--- config.mk ---
export PLATFORM = sky130hd
export DESIGN_NAME = fan_soft_start_flat
export DESIGN_NICKNAME = d
export VERILOG_FILES = /design/src/rtl/fan_soft_start_if.sv /design/src/rtl/fan_soft_start.sv /design/src/flat_wrapper.sv
export SDC_FILE = /design/constraint.sdc
export NUM_CORES = 1
export LEC_CHECK = 0
export ABC_AREA = 1
export BUFFER_PORTS_ARGS = -buffer_cell sky130_fd_sc_hd__buf_2
export CAP_MARGIN = 20
export CORE_MARGIN = 3
export CORE_UTILIZATION = 25
export CTS_BUF_LIST = sky130_fd_sc_hd__clkbuf_2
export DETAILED_ROUTE_END_ITERATION = 6
export GPL_TIMING_DRIVEN = 0
export RECOVER_POWER = 100
export SYNTH_ARGS = -nofsm -noshare
export SYNTH_HDL_FRONTEND = slang
export SYNTH_SLANG_ARGS = --single-unit
--- constraint.sdc ---
create_clock -name clk -period 2.5 [get_ports clk]
set_input_delay 0.5 -clock clk [delete_from_list [all_inputs] [get_ports clk]]
set_output_delay 0.5 -clock clk [all_outputs]
set_load 0.05 [all_outputs]
--- src/rtl/fan_soft_start_if.sv ---
// Duty request / ramped duty bundle between fan duty selection, the soft-start
// stage and the PWM generator.
interface fan_soft_start_if;
    logic [6:0] target_duty;
    logic       present;
    logic       enable;
    logic [6:0] duty_out;
    logic       fan_on;
    logic       hold_active;

    modport master (
        output target_duty,
        output present,
        output enable,
        input  duty_out,
        input  fan_on,
        input  hold_active
    );

    modport slave (
        input  target_duty,
        input  present,
        input  enable,
        output duty_out,
        output fan_on,
        output hold_active
    );
endinterface

--- src/rtl/fan_soft_start.sv ---
// Rate-limited fan duty ramp with a presence-loss hold-off.
// duty_out moves by at most one step per prescaler tick toward a registered goal.
module fan_soft_start #(
    parameter int STEP_CYC   = 1_000_000,
    parameter int HOLD_STEPS = 300
) (
    input  logic               clk,
    input  logic               reset_n,
    fan_soft_start_if.slave    bus
);

    localparam int         PS_W     = (STEP_CYC > 2) ? $clog2(STEP_CYC) : 1;
    localparam int         HC_W     = $clog2(HOLD_STEPS + 1);
    localparam logic [6:0] DUTY_MAX = 7'd100;

    typedef enum logic [1:0] {
        ST_IDLE,
        ST_RAMP,
        ST_RUN,
        ST_HOLD
    } state_t;

    state_t            state_q, state_d;
    logic [PS_W-1:0]   ps_q, ps_d;
    logic [HC_W-1:0]   hold_cnt_q, hold_cnt_d;
    logic [6:0]        goal_q, goal_d;
    logic [6:0]        duty_q, duty_d;
    logic              fan_on_q, fan_on_d;
    logic              hold_active_q, hold_active_d;
    logic              step_tick;
    logic              in_hold;
    logic              hold_d;
    logic [6:0]        target_clamped;

    // Free-running prescaler; inputs never disturb its phase.
    always_comb begin
        step_tick = (ps_q == PS_W'(STEP_CYC - 1));
        ps_d      = step_tick ? '0 : ps_q + PS_W'(1);
    end

    always_comb begin
        target_clamped = (bus.target_duty > DUTY_MAX) ? DUTY_MAX : bus.target_duty;
        in_hold        = (state_q == ST_HOLD);
    end

    // Goal and hold tracking
    always_comb begin
        goal_d     = goal_q;
        hold_cnt_d = hold_cnt_q;
        hold_d     = in_hold;

        if (!bus.enable) begin
            goal_d     = '0;
            hold_d     = 1'b0;
            hold_cnt_d = '0;
        end else if (bus.present) begin
            goal_d     = target_clamped;
            hold_d     = 1'b0;
            hold_cnt_d = '0;
        end else if (in_hold) begin
            // Goal stays frozen; only the tick count advances.
            if (step_tick) begin
                if (hold_cnt_q == HC_W'(HOLD_STEPS - 1)) begin
                    goal_d     = '0;
                    hold_d     = 1'b0;
                    hold_cnt_d = '0;
                end else begin
                    hold_cnt_d = hold_cnt_q + HC_W'(1);
                end
            end
        end else if (goal_q != 7'd0) begin
            hold_d     = 1'b1;
            hold_cnt_d = '0;
        end else begin
            goal_d = '0;
        end
    end

    // Ramp uses the registered goal, so a tick coincident with a goal update
    // still steps toward the old goal.
    always_comb begin
        duty_d = duty_q;
        if (step_tick) begin
            if (duty_q < goal_q) begin
                duty_d = duty_q + 7'd1;
            end else if (duty_q > goal_q) begin
                duty_d = duty_q - 7'd1;
            end
        end
    end

    always_comb begin
        state_d = ST_RAMP;
        if (hold_d) begin
            state_d = ST_HOLD;
        end else if (duty_d == goal_d) begin
            state_d = (goal_d == 7'd0) ? ST_IDLE : ST_RUN;
        end
        fan_on_d      = (duty_d != 7'd0);
        hold_active_d = hold_d;
    end

    always_ff @(posedge clk or negedge reset_n) begin
        if (!reset_n) begin
            state_q       <= ST_IDLE;
            ps_q          <= '0;
            hold_cnt_q    <= '0;
            goal_q        <= '0;
            duty_q        <= '0;
            fan_on_q      <= 1'b0;
            hold_active_q <= 1'b0;
        end else begin
            state_q       <= state_d;
            ps_q          <= ps_d;
            hold_cnt_q    <= hold_cnt_d;
            goal_q        <= goal_d;
            duty_q        <= duty_d;
            fan_on_q      <= fan_on_d;
            hold_active_q <= hold_active_d;
        end
    end

    assign bus.duty_out    = duty_q;
    assign bus.fan_on      = fan_on_q;
    assign bus.hold_active = hold_active_q;

endmodule

--- src/flat_wrapper.sv ---
// flat-port wrapper written by rule: the top's interface ports become plain ports
module fan_soft_start_flat 
#(
    parameter int STEP_CYC   = 1_000_000,
    parameter int HOLD_STEPS = 300
)
  (clk, reset_n, bus_target_duty, bus_present, bus_enable, bus_duty_out, bus_fan_on, bus_hold_active);
  fan_soft_start_if bus_i ();
  input  logic clk;
  input  logic reset_n;
  input wire logic [$bits(bus_i.target_duty)-1:0] bus_target_duty;
  input wire logic [$bits(bus_i.present)-1:0] bus_present;
  input wire logic [$bits(bus_i.enable)-1:0] bus_enable;
  output wire logic [$bits(bus_i.duty_out)-1:0] bus_duty_out;
  output wire logic [$bits(bus_i.fan_on)-1:0] bus_fan_on;
  output wire logic [$bits(bus_i.hold_active)-1:0] bus_hold_active;
  assign bus_i.target_duty = bus_target_duty;
  assign bus_i.present = bus_present;
  assign bus_i.enable = bus_enable;
  assign bus_duty_out = bus_i.duty_out;
  assign bus_fan_on = bus_i.fan_on;
  assign bus_hold_active = bus_i.hold_active;
  fan_soft_start #(.STEP_CYC(STEP_CYC), .HOLD_STEPS(HOLD_STEPS)) u_core (.clk(clk), .reset_n(reset_n), .bus(bus_i));
endmodule
==> out/qor.txt <==
Htree depth -> 2
Via count -> 2663
Share of layout cells above drive strength 1 -> 13.3%
Starting density of the core -> 26.2%
Ys flop type -> dfrtp_1
Max_cap viols -> 0
Worst Path Max Fanout -> 8
# fillers -> 1267
Synth top area share -> 38.5%
Top post-synthesis cells by count -> 116 x nand2_1, 66 x inv_1, 47 x dfrtp_1
Worst Path Arrival -> 2580 ps
Slew @ Worst Pin -> 967 ps
ANT cells -> 0
DIE HEIGHT -> 117 um
Std cell rows -> 39
Area of the multi-input gates -> 1540 um^2
Final Hold Violating Endpoints -> 0
# DRC -> 0
Peak Freq -> 453 MHz
Root Buffer -> clkbuf_2
Synth area leaders -> dfrtp_1 38%, nand2_1 14%, inv_1 8.1%, nand3_1 4.9%, ha_1 4.5%
DRT iter0 DRCs -> 185
Placeable Area -> 11700 um^2
Largest area contributor in the netlist -> dfrtp_1
Area Growth Syn to Fin -> 10.5%
Worst-path clk slew -> 270 ps
CTS Sinks -> 47
R2R cell count -> 12
Post-synth EDFFs -> 0
CP max-delay cell -> dfrtp_2
Slew margin rel. -> 35.5%
R2R setup slack -> 290 ps
Initial antenna violation count -> 0
Min-delay src -> bus_enable
Flops & latches, synth -> 47
Pin count of the biggest net entering global routing -> 48
Placed cells -> 581
Post-place setup slack -> 126 ps
DR vias/cell -> 4.48
Status -> finished, final reports clean
Worst Hold End -> u_core.goal_q[2]$_DFF_PN0_
Mapped Area -> 3060 um^2
Final setup viols -> 0
Clk_lat worst skew -> 470 ps
CTS tree -> built
First-pass GRT wire length -> 11.8 mm
CP endpoint kind -> register
Drt total wl -> 6.68 mm
Num ports -> 20
Hold Crit Depth -> 3
Longest Clk Path Bufs -> 2
Die Area -> 13600 um^2
Count of non-filler cells in the finished layout -> 595
Distinct cell type count after synthesis -> 33
Cell mode on critical path -> nand2_1
Total Neg Setup Slack -> 0 ps
Required @ worst endpoint -> 2870 ps
Wire per inst -> 11.2 um
GR Util All Layers -> 10.8%
PnR worst setup slack -> 293 ps
Leakage power -> 1.75 nW
Final nets -> 473
Final count of pins violating max slew -> 0
PortBufs -> 19
Worst hold margin -> 328 ps
Critical path class -> reg -> reg
Pwr Density -> 393 nW/um^2
Post-Syn Nets -> 441
Critical Path Source Type -> register
Post-DP HPWL -> 5.11 mm
R2r endpoint -> u_core.bus.fan_on$_DFF_PN0_
HP Class -> in -> reg
GPL Wtd Cong -> 0.845
Die Wd -> 117 um
GRT Residual Overflow -> 0
Mapped Avg Cell Area -> 7.30 um^2
Antenna viol nets, final -> 0
Initial DRT Pass Iterations -> 4
Clock Skews -> 45.2 ps
Storage element area -> 1180 um^2
Unrepaired setup endpoints after global routing -> no
CTS buffer count -> 5
Share of flip-flops with an asynchronous set or reset -> 100%
Worst path cell trace -> ha_1, nand2_1, nor2_1, nand2_2, nand2_4, o21ai_0, nand3_1, nand2_1, nand2_1, inv_1, nor3_1, nand3_1
YS warnings -> 0
Most frequent cell after synthesis -> nand2_1
Max incr delay on CP -> 520 ps
Peak VDD IR -> 0.200 mV
Part of the Yosys area used for sequential elements -> 38.5%
Synth Instances -> 419
Period minus WS final -> 2210 ps
Vias in the first global route -> 2554
FF-to-FF Start -> u_core.bus.duty_out[5]$_DFF_PN0_
Period utilization -> 88.3%
layout by cell type (no fill, tap or decap), drive strengths merged:
master       synthesis  routed
clkbuf               0      16
nand4                4       4
a31oi                3       3
o21a                 4       4
nand3b               2       2
nor4                 2       2
nand3               39      39
clkinvlp             0       1
o21bai               1       1
a21oi               19      19
clkinv               2       2
nor2                45      45
xnor2                1       1
o21ai               12      12
a211oi               1       1
dlygate4sd3          0       1
dfrtp               47      47
ha                  11      11
buf                  1      14
o22ai                3       3
xor2                 7       7
nand2              124     124
inv                 74      76
nor3                17      17
timing repair:
item	4_1_cts	5_1_grt
gates resized for setup	0	7
buffers inserted	0	4
endpoints found under the setup margin	0	3
hold endpoints to repair	0	9
hold buffers	0	1
state kept, by name (all words and copies together), names as in the netlist:
register and flops:
u_core.goal_q 7, u_core.ps_q 20, u_core.hold_cnt_q 9, u_core.bus.fan_on 1, u_core.state_q 2, u_core.bus.duty_out 7
u_core.bus.hold_active 1
worst max-delay path: cells and delay by family, from the launching register on:
kind                       cells  cell delay, ps
and+or+nand+nor                9            1110
DFF                            1             520
adders and majority gates      1             300
AOI/OAI and AO/OA              1             120
buffers and inverters          1              90
area by class of cell:
type | instances | area share, %
buffer | 1 | 0.333
clock buffer | 5 | 0.741
clock inverter | 3 | 0.741
inverter | 76 | 8.48
multi-input combinational | 295 | 45.6
sequential | 47 | 35.0
tap | 143 | 5.30
timing repair buffer | 25 | 3.78
logic make-up after synthesis:
kind of cell / synth area share (%)
xor+xnor: 2.29
compound gates: 8.88
simple gates: 36.1
flops: 38.5
fa+ha+maj: 4.50
buf+inv: 9.74
routing by layer:
| metal | track usage [%] | up-vias | wire [um] |
|---|---|---|---|
| li1 | - | 1393 | - |
| met1 | 14.4 | 1206 | 3270 |
| met2 | 17.5 | 54 | 3010 |
| met3 | 2.23 | 10 | 301 |
| met4 | 3.36 | 0 | 93 |
| met5 | 0 | - | 0 |
worst max-delay path by stage:
stage                                          start                     endpoint  slack, ps  cells past startpoint
finish              u_core.bus.duty_out[5]$_DFF_PN0_  u_core.bus.fan_on$_DFF_PN0_        290                     12
global placement    u_core.bus.duty_out[5]$_DFF_PN0_  u_core.bus.fan_on$_DFF_PN0_        120                     12
global route        u_core.bus.duty_out[2]$_DFF_PN0_  u_core.state_q[1]$_DFF_PN0_         20                     14
detailed placement  u_core.bus.duty_out[2]$_DFF_PN0_  u_core.state_q[0]$_DFF_PN0_        130                     13
floorplan           u_core.bus.duty_out[2]$_DFF_PN0_  u_core.state_q[1]$_DFF_PN0_        200                     15
CTS                 u_core.bus.duty_out[2]$_DFF_PN0_  u_core.state_q[1]$_DFF_PN0_        110                     14
report_power, final:
part / switching (W) / internal, W / leakage (nW)
Clock: 0.000287 / 0.0000764 / 0.0300
Sequential: 0.00000943 / 0.000777 / 0.622
Combinational: 0.000121 / 0.0000555 / 1.09
Total: 0.000418 / 0.000909 / 1.75
through the flow:
step           util [%]  cell area, um^2  power (W)
6_report           29.0             3380    0.00133
3_5_place_dp       28.6             3330   0.000973
4_1_cts            29.0             3380    0.00134
5_1_grt            29.0             3380    0.00140
2_1_floorplan         -             3060   0.000915
3_3_place_gp       28.6             3330   0.000969
Power figures use the tool's default switching activity.
